$ cat src/rtl/stock_price_feeder_if.sv
// Handshake bundle between the market-data source, the price feeder and the averaging block.
// FEEDER_DROP_CNT_EN adds the drop_count observation signal.
interface stock_price_feeder_if #(
  parameter int DEPTH = 8
);
  localparam int CW = $clog2(DEPTH + 1);

  logic          push_valid;
  logic [31:0]   push_price;
  logic          push_ready;
  logic          flush;
  logic [31:0]   stock_price;
  logic          data_ready;
  logic [CW-1:0] fifo_count;
  logic          busy;
`ifdef FEEDER_DROP_CNT_EN
  logic [15:0]   drop_count;
`endif

`ifdef FEEDER_DROP_CNT_EN
  modport master (
    input  push_valid, push_price, flush,
    output push_ready, stock_price, data_ready, fifo_count, busy, drop_count
  );
  modport slave (
    output push_valid, push_price, flush,
    input  push_ready, stock_price, data_ready, fifo_count, busy, drop_count
  );
`else
  modport master (
    input  push_valid, push_price, flush,
    output push_ready, stock_price, data_ready, fifo_count, busy
  );
  modport slave (
    output push_valid, push_price, flush,
    input  push_ready, stock_price, data_ready, fifo_count, busy
  );
`endif
endinterface

$ cat src/rtl/stock_price_feeder.sv
// Paced price feeder: circular FIFO drained one word per data_ready strobe, GAP_CYCLES apart.
// Optional feature macro: FEEDER_DROP_CNT_EN (saturating count of refused pushes).
module stock_price_feeder #(
  parameter int DEPTH      = 8,
  parameter int GAP_CYCLES = 4
) (
  input  logic                 clk,
  input  logic                 n_rst,
  stock_price_feeder_if.master bus
);

  localparam int CW = $clog2(DEPTH + 1);
  localparam int AW = $clog2(DEPTH);
  localparam int GW = $clog2(GAP_CYCLES + 1);

  typedef enum logic [0:0] {
    IDLE = 1'b0,
    GAP  = 1'b1
  } state_t;

  state_t        state_r;
  state_t        state_nx;
  logic [GW-1:0] gap_cnt_r;
  logic [GW-1:0] gap_cnt_nx;
  logic [AW-1:0] wr_ptr_r;
  logic [AW-1:0] rd_ptr_r;
  logic [CW-1:0] count_r;
  logic [CW-1:0] count_nx;
  logic [31:0]   mem_r [DEPTH];
  logic [31:0]   stock_price_r;
  logic          data_ready_r;
  logic          push_ready_r;
  logic          busy_r;
  logic          push_s;
  logic          pop_s;

  // Acceptance uses the registered ready, so a same-cycle pop never frees a slot early.
  always_comb begin
    push_s = bus.push_valid && push_ready_r;
  end

  // Pacing FSM: pop whenever idle with data, then hold off for GAP_CYCLES cycles.
  always_comb begin
    state_nx   = state_r;
    gap_cnt_nx = gap_cnt_r;
    pop_s      = 1'b0;
    case (state_r)
      IDLE: begin
        if (count_r != {CW{1'b0}}) begin
          pop_s      = 1'b1;
          gap_cnt_nx = GW'(GAP_CYCLES);
          state_nx   = GAP;
        end else begin
          state_nx   = IDLE;
        end
      end
      GAP: begin
        gap_cnt_nx = gap_cnt_r - GW'(1'b1);
        if (gap_cnt_r == GW'(1'b1)) begin
          state_nx = IDLE;
        end else begin
          state_nx = GAP;
        end
      end
      default: begin
        state_nx   = IDLE;
        gap_cnt_nx = {GW{1'b0}};
      end
    endcase
  end

  // Occupancy after this cycle's accepted push and/or pop.
  always_comb begin
    count_nx = count_r;
    case ({push_s, pop_s})
      2'b10:   count_nx = count_r + CW'(1'b1);
      2'b01:   count_nx = count_r - CW'(1'b1);
      default: count_nx = count_r;
    endcase
  end

  // FSM state register.
  always_ff @(posedge clk) begin
    if (n_rst) begin
      state_r   <= IDLE;
      gap_cnt_r <= {GW{1'b0}};
    end else if (bus.flush) begin
      state_r   <= IDLE;
      gap_cnt_r <= {GW{1'b0}};
    end else begin
      state_r   <= state_nx;
      gap_cnt_r <= gap_cnt_nx;
    end
  end

  // FIFO pointers, occupancy and the registered status outputs.
  always_ff @(posedge clk) begin
    if (n_rst || bus.flush) begin
      wr_ptr_r     <= {AW{1'b0}};
      rd_ptr_r     <= {AW{1'b0}};
      count_r      <= {CW{1'b0}};
      data_ready_r <= 1'b0;
      push_ready_r <= 1'b1;
      busy_r       <= 1'b0;
    end else begin
      if (push_s) begin
        wr_ptr_r <= wr_ptr_r + AW'(1'b1);
      end
      if (pop_s) begin
        rd_ptr_r <= rd_ptr_r + AW'(1'b1);
      end
      count_r      <= count_nx;
      data_ready_r <= pop_s;
      push_ready_r <= (count_nx != CW'(DEPTH));
      busy_r       <= (state_nx == GAP) || (count_nx != {CW{1'b0}});
    end
  end

  // Output price: cleared only by reset; flush leaves the last sample visible.
  always_ff @(posedge clk) begin
    if (n_rst) begin
      stock_price_r <= 32'd0;
    end else if (!bus.flush && pop_s) begin
      stock_price_r <= mem_r[rd_ptr_r];
    end
  end

  // Storage array; contents need no reset because the pointers define validity.
  always_ff @(posedge clk) begin
    if (!n_rst && !bus.flush && push_s) begin
      mem_r[wr_ptr_r] <= bus.push_price;
    end
  end

`ifdef FEEDER_DROP_CNT_EN
  logic [15:0] drop_count_r;

  // Saturating count of cycles where upstream offered a word that could not be taken.
  always_ff @(posedge clk) begin
    if (n_rst || bus.flush) begin
      drop_count_r <= 16'd0;
    end else if (bus.push_valid && !push_ready_r && (drop_count_r != 16'hFFFF)) begin
      drop_count_r <= drop_count_r + 16'd1;
    end
  end

  assign bus.drop_count = drop_count_r;
`endif

  assign bus.stock_price = stock_price_r;
  assign bus.data_ready  = data_ready_r;
  assign bus.push_ready  = push_ready_r;
  assign bus.fifo_count  = count_r;
  assign bus.busy        = busy_r;

endmodule

$ cat src/flat_wrapper.sv
// flat-port wrapper written by rule: the top's interface ports become plain ports
module stock_price_feeder_flat 
#(
  parameter int DEPTH      = 8,
  parameter int GAP_CYCLES = 4
)
  (clk, n_rst, bus_push_valid, bus_push_price, bus_flush, bus_push_ready, bus_stock_price, bus_data_ready, bus_fifo_count, bus_busy);
  stock_price_feeder_if #(.DEPTH(DEPTH)) bus_i ();
  input  logic clk;
  input  logic n_rst;
  input wire logic [$bits(bus_i.push_valid)-1:0] bus_push_valid;
  input wire logic [$bits(bus_i.push_price)-1:0] bus_push_price;
  input wire logic [$bits(bus_i.flush)-1:0] bus_flush;
  output wire logic [$bits(bus_i.push_ready)-1:0] bus_push_ready;
  output wire logic [$bits(bus_i.stock_price)-1:0] bus_stock_price;
  output wire logic [$bits(bus_i.data_ready)-1:0] bus_data_ready;
  output wire logic [$bits(bus_i.fifo_count)-1:0] bus_fifo_count;
  output wire logic [$bits(bus_i.busy)-1:0] bus_busy;
  assign bus_i.push_valid = bus_push_valid;
  assign bus_i.push_price = bus_push_price;
  assign bus_i.flush = bus_flush;
  assign bus_push_ready = bus_i.push_ready;
  assign bus_stock_price = bus_i.stock_price;
  assign bus_data_ready = bus_i.data_ready;
  assign bus_fifo_count = bus_i.fifo_count;
  assign bus_busy = bus_i.busy;
  stock_price_feeder #(.DEPTH(DEPTH), .GAP_CYCLES(GAP_CYCLES)) u_core (.clk(clk), .n_rst(n_rst), .bus(bus_i));
endmodule
$ cat config.mk
export PLATFORM = sky130hd
export DESIGN_NAME = stock_price_feeder_flat
export DESIGN_NICKNAME = d
export VERILOG_FILES = /design/src/rtl/stock_price_feeder_if.sv /design/src/rtl/stock_price_feeder.sv /design/src/flat_wrapper.sv
export SDC_FILE = /design/constraint.sdc
export NUM_CORES = 1
export LEC_CHECK = 0
export CAP_MARGIN = 10
export CORE_ASPECT_RATIO = 1.1
export CORE_MARGIN = 2
export CORE_UTILIZATION = 30
export CTS_BUF_LIST = sky130_fd_sc_hd__clkbuf_8
export DETAILED_ROUTE_END_ITERATION = 7
export HOLD_SLACK_MARGIN = 0.06
export PLACE_DENSITY = 0.48
export RECOVER_POWER = 25
export SLEW_MARGIN = 25
export SYNTH_ARGS = -nofsm -noshare
export SYNTH_HDL_FRONTEND = slang
export SYNTH_SLANG_ARGS = --single-unit
$ cat constraint.sdc
create_clock -name clk -period 4.4 [get_ports clk]
set_input_delay 1.1 -clock clk [delete_from_list [all_inputs] [get_ports clk]]
set_output_delay 1.1 -clock clk [all_outputs]
set_load 0.1 [all_outputs]
==> run_results.csv, run 1 <==
group,metric,value,unit
layout,fin_cells,1238,
layout,synthToLayoutAreaGrowth,21.4,%
clock_network,cts_buffers,51,
layout,seqCellArea,8680,sq um
placement,dpl_cell_area,13000,sq um
drt,wire_per_inst,19.6,um
global_routing,grt_pass1_wl,37100,um
power_and_ir_drop,powerDensity,468,nW/um^2
placement,preCtsSetupSlack,776,ps
clock_network,root_buffer,"clkbuf_8",
yosys,synth_xor_area_share,0.609,%
setup_path,slowest_stage,"clkdlybuf4s50_1",
sta,postLayoutSetupSlackWorst,923,ps
clock_network,cts_tree,"done",
setup_path,endpoint_kind,"primary output",
yosys,netlist_area,11500,sq um
layout,post-route-util,36.7,%
power_and_ir_drop,peakVddDrop,0.236,mV
setup_path,critPathMaxFanout,9,
layout,n_fill_cell,3514,
clock_network,clockBufferDepth,3,
power_and_ir_drop,swShare,27.9,%
sta,hold_viol_final,0,
floorplan,boundaryPins,75,
floorplan,initial_utilization,30.3,%
yosys,postSynthNetCount,626,
drt,dr.pass1.iters,4,
sta,setup_tns,0,ps
drt,wirelength,24300,um
setup_path,max_stage_delay,1250,ps
drt,drc,0,
clock_network,clk_pin_slew_worst_paths,60,ps
yosys,synth-adder-area-share,0.762,%
global_routing,grt_overflow,0,
floorplan,rows,75,
power_and_ir_drop,comb_power_share,13.8,%
setup_path,path_class,"reg -> out",
sta,skew,24.9,ps
setup_path,crit_family,"buffers and inverters",
clock_network,htreeDepth,2,
global_routing,track_usage,12.5,%
sta,fmax,288,MHz
placement,numPortBuffers,74,
sta,tightest_slew,1020,ps
yosys,synthSimpleGateAreaFrac,3.40,%
power_and_ir_drop,pwr-share-seq,49.9,%
setup_path,arrival,2380,ps
floorplan,core_area,38000,sq um
drt,antenna_left,0,
global_routing,grt_pass1_vias,6224,
sta,setup_viol,0,
job,cap_violations,0,
yosys,synth_compound_area_share,2.91,%
floorplan,die_w,191,um
placement,dp.cells,1144,
yosys,synth.mux.area_fraction,15.6,%
clock_network,cts_hold_buf,0,
setup_path,path_cells,"clkdlybuf4s50_1",
placement,dp_hpwl,14600,um
sta,finalCritPeriodShare,79.0,%
sta,slew-limit-headroom,31.7,%
setup_path,worstReg2RegStart,"u_core.bus.fifo_count[1]",
sta,hold_ws,497,ps
drt,dr.first_iter.drc_count,359,
layout,diodes,0,
sta,min_period,3480,ps
power_and_ir_drop,clockPowerShare,36.3,%
yosys,yosysSeqAreaShare,75.4,%
sta,drv_slew,0,
floorplan,dieArea,39900,sq um
clock_network,cts_resized,0,
power_and_ir_drop,power_leakage,4.27,nW
drt,via_per_inst,4.58,
yosys,yosysWarnings,0,
yosys,synthCells,583,
yosys,synth_edf_count,256,
setup_path,startpoint,"u_core.bus.fifo_count[1]",
yosys,syn_avg_cell_area,19.7,sq um
yosys,synth_seq_cells,305,
min_path,hold_start,"u_core.bus.stock_price[18]",
clock_network,cts.sinks,305,
clock_network,cts_setup_buffers,0,
yosys,ys.flop_type,"edfxtp_1",
global_routing,grt_max_degree,67,
layout,fin_nets,741,
placement,gp_congestion,0.734,
setup_path,path_buf_inv,1,
layout,layout-drive-gt1-share,23.7,%
yosys,async_reset_ff_share,0,%
clock_network,clk_latency,590,ps
sta,rsz0062_at_grt,"false",
min_path,min_path_type,"reg -> reg",
setup_path,required,3300,ps
setup_path,start_kind,"flip-flop",
power_and_ir_drop,power,6.53,mW
power_and_ir_drop,power.switching,1.82,mW
layout,multi_input_area,2740,sq um
global_routing,grt_antenna_before_repair,2,
drt,vias,5672,
layout,final_area,14000,sq um
yosys,synthDistinctLibCells,35,
status,status,"completed",
yosys,synth_top_family_by_area,"multiplexers",
power_and_ir_drop,p_int,4.71,mW
floorplan,die_h,209,um
==> cells by family after synthesis <==
group	Yosys count
buf+inv	36
flops	305
mux	99
xor+xnor	8
simple gates	84
fa+ha+maj	7
compound gates	44
==> final timing paths <==
check	endpoint	depth (start not counted)	slack, ps
max	bus_fifo_count[1]	1	920
min	u_core.bus.stock_price[18]	2	500
max reg2reg	u_core.bus.busy	10	1390
min reg2reg	u_core.bus.stock_price[18]	2	500
==> worst register-to-register path: cells and delay by family, from the launching register on <==
family | cells | cell delay (ps)
adder cells (fa/ha/maj) | 2 | 510
AND/OR/NAND/NOR | 3 | 1030
AO/OA/AOI/OAI | 2 | 250
flip-flops | 1 | 420
XOR/XNOR | 2 | 400
multiplexers | 1 | 270
==> Yosys cell counts, types with 2 or more instances <==
library cell,count,area [sq um]
a211oi_1,32,240
a21oi_1,5,25.0
buf_1,6,22.5
buf_2,7,35.0
clkbuf_1,18,67.6
dfxtp_1,49,981
edfxtp_1,256,7690
ha_1,7,87.6
inv_1,3,11.3
mux2i_1,35,350
mux4_2,64,1440
nand2_1,8,30.0
nand2b_1,2,12.5
nand3_1,3,15.0
nor2_1,56,210
nor2b_1,3,18.8
nor3_1,2,10.0
o21ai_0,3,15.0
or3_1,2,12.5
xnor2_1,2,17.5
xor2_1,6,52.6
==> state kept, by name (all words and copies together), names as in the netlist <==
register and count:
u_core.mem_r 256, u_core.gap_cnt_r 3, u_core.bus.busy 1, u_core.bus.fifo_count 4, u_core.state_r 1, u_core.rd_ptr_r 3
u_core.bus.stock_price 32, u_core.bus.push_ready 1, u_core.bus.data_ready 1, u_core.wr_ptr_r 3
==> power by group through the flow <==
stage                     logic, mW  registers [mW]  clock network, mW
after detailed placement      0.914            3.32                  0
after global routing          0.959            3.27               2.58
after global placement        0.909            3.32                  0
final                         0.901            3.26               2.37
after floorplan               0.318            3.67                  0
after CTS                     0.918            3.26               2.47
==> layer usage <==
metal | vias to the layer above | wire, um | global-route usage [%] | share of wire (%)
li1 | 2592 | - | - | -
met2 | 120 | 12200 | 21.4 | 50
met3 | 49 | 1050 | 2.83 | 4.3
met1 | 2909 | 10500 | 15.6 | 43
met4 | 2 | 541 | 3.96 | 2.2
met5 | - | 13 | 0 | 0.053
==> cells in the final DEF, fill, tap and decap left out, types with 7 or more instances in the layout <==
cell type	netlist	layout
nor2_1	56	50
ha_1	7	7
clkinv_2	0	14
nand2_1	8	8
inv_1	3	9
edfxtp_1	256	256
dlygate4sd3_1	0	24
buf_4	1	17
mux4_2	64	64
mux2i_1	35	35
clkinv_1	0	15
a211oi_1	32	32
dfxtp_1	49	46
clkdlybuf4s50_1	0	49
clkbuf_8	0	52
==> layout make-up <==
class                   instances  area share [%]
clock buffers                  52            5.13
multi-input cells             242            19.6
flip-flops and latches        305            62.2
clock inverters                41            1.74
well taps                     500            4.48
repair buffers                 95            6.76
inverters                       3          0.0807
(Power assumes the default switching activity.)
==> run 2: changes to the inputs <==
==> constraint.sdc (replaced) <==
create_clock -name clk -period 2.8 [get_ports clk]
set_input_delay 0.7 -clock clk [delete_from_list [all_inputs] [get_ports clk]]
set_output_delay 0.7 -clock clk [all_outputs]
set_load 0.1 [all_outputs]
==> run 2 against run 1 <==
Effect of this change: core utilization rose by 0.66 points; clock-buffer cell count is 3 higher; critical path depth is 9 higher; non-clock buffer count is 24 higher; clock skew down 10 ps; sequential cell count unchanged; hold slack hardly changed; via count up 2.7%; global-route usage is 0.47 points higher; critical endpoint is now u_core.bus.busy.
==> run_results.csv, run 2 (synthesis gave the netlist of run 1 again) <==
group,metric,value,unit
placement,gp_congestion,0.764,
placement,numPortBuffers,74,
floorplan,boundaryPins,75,
global_routing,grt_antenna_before_repair,4,
setup_path,arrival,3040,ps
layout,synthToLayoutAreaGrowth,23.6,%
clock_network,cts_tree,"done",
setup_path,critPathMaxFanout,8,
drt,drc,0,
clock_network,htreeDepth,2,
power_and_ir_drop,peakVddDrop,0.416,mV
sta,fmax,385,MHz
clock_network,cts_setup_buffers,0,
clock_network,clk_pin_slew_worst_paths,60,ps
layout,fin_cells,1263,
floorplan,dieArea,39900,sq um
setup_path,slowest_stage,"dfxtp_2",
sta,tightest_slew,677,ps
sta,setup_tns,0,ps
min_path,whs_path_depth,2,
power_and_ir_drop,power,10.4,mW
global_routing,grt_use_met1,16.9,%
drt,via_per_inst,4.61,
power_and_ir_drop,powerDensity,734,nW/um^2
layout,layout_commonest_cell,"edfxtp_1",
global_routing,grt_pass1_vias,6497,
power_and_ir_drop,pwr-share-seq,49.0,%
clock_network,clockBufferDepth,3,
global_routing,grt_use_met2,21.1,%
clock_network,cts_resized,0,
setup_path,path_cells,"nor4_4 > nor2_1 > ha_1 > xor2_1 > ha_1 > a21oi_1 > mux2i_1 > xor2_1 > a21oi_1 > or3_1",
layout,mostFrequentLayoutCells,"edfxtp_1 (256), buf_4 (72), mux4_2 (64), clkbuf_8 (55), nor2_1 (50)",
global_routing,use_met3,3.04,%
drt,vias,5823,
drt,dr.first_iter.drc_count,397,
setup_path,rrSetupSlack,200,ps
floorplan,initial_utilization,30.3,%
drt,wire_per_inst,19.8,um
sta,slew-limit-headroom,54.9,%
setup_path,start_kind,"flip-flop",
clock_network,cts_buffers,50,
setup_path,crit_family,"simple AND/OR/NAND/NOR gates",
placement,dp.cells,1169,
clock_network,cts.sinks,305,
floorplan,die_h,209,um
sta,rsz0062_at_grt,"false",
power_and_ir_drop,p_int,7.58,mW
sta,finalCritPeriodShare,92.9,%
power_and_ir_drop,clockPowerShare,37.0,%
setup_path,required,3240,ps
setup_path,max_stage_delay,380,ps
setup_path,path_buf_inv,0,
layout,fin_nets,764,
min_path,min_path_type,"reg -> reg",
clock_network,cts_hold_buf,0,
global_routing,track_usage,12.9,%
layout,post-route-util,37.4,%
drt,wirelength,25000,um
sta,hold_viol_final,0,
floorplan,rows,75,
global_routing,grt_max_degree,39,
setup_path,endpoint_kind,"flip-flop",
sta,skew,14.5,ps
power_and_ir_drop,swShare,27.3,%
power_and_ir_drop,comb_power_share,14.0,%
global_routing,grt.busiest_layer,"met2",
global_routing,grt_overflow,0,
floorplan,die_w,191,um
power_and_ir_drop,power_leakage,4.54,nW
drt,dr.pass1.iters,5,
sta,min_period,2600,ps
setup_path,cp_num_cells,10,
clock_network,root_buffer,"clkbuf_8",
sta,postLayoutSetupSlackWorst,200,ps
setup_path,reg2reg_depth,10,
placement,dp_hpwl,15400,um
layout,regMostFlops,"u_core.mem_r",
drt,antenna_left,0,
layout,largest_reg_flops,256,
layout,layout-drive-gt1-share,31.8,%
sta,setup_viol,0,
placement,preCtsSetupSlack,-199,ps
floorplan,core_area,38000,sq um
job,cap_violations,0,
setup_path,path_class,"reg -> reg",
power_and_ir_drop,power.switching,2.85,mW
status,status,"completed",
sta,drv_slew,0,
clock_network,clk_latency,580,ps
global_routing,grt_pass1_wl,38700,um
## run 2: worst paths after layout
path	startpoint	end
min reg2reg	u_core.bus.stock_price[31]	u_core.bus.stock_price[31]
min	u_core.bus.stock_price[31]	u_core.bus.stock_price[31]
max reg2reg	u_core.bus.fifo_count[0]	u_core.bus.busy
max	u_core.bus.fifo_count[0]	u_core.bus.busy
## run 2: metal layers
metal | up-vias | routed length, um
li1 | 2634 | -
met1 | 3011 | 10900
met2 | 120 | 12100
met3 | 54 | 1250
met4 | 4 | 642
met5 | - | 29
## run 2: through the flow
stage | hold WS, ps | area, sq um
2_1_floorplan | 455 | 11600
3_3_place_gp | 467 | 13200
3_5_place_dp | 493 | 13200
4_1_cts | 499 | 14200
5_1_grt | 516 | 14200
6_report | 497 | 14200
## run 2: layout make-up
| cell class | instances | area (sq um) |
|---|---|---|
| tap | 500 | 626 |
| multi-input combinational | 242 | 2750 |
| timing repair buffer | 119 | 1130 |
| clock inverter | 38 | 246 |
| fill | 3523 | 23800 |
| inverter | 3 | 11.3 |
| antenna | 1 | 2.50 |
| sequential | 305 | 8690 |
| clock buffer | 55 | 757 |
## run 2: power by group through the flow
stage	clock network, mW	logic [mW]	registers, mW
floorplan	0	0.504	5.76
global placement	0	1.46	5.20
detailed placement	0	1.48	5.21
CTS	4.01	1.49	5.11
global route	4.20	1.55	5.13
finish	3.86	1.46	5.11
## run 2: tightest hold or removal path, delay by kind of cell (launching register included)
family	cells	cell delay (ps)
AO/OA/AOI/OAI	1	50
flip-flops	1	310
AND/OR/NAND/NOR	1	90
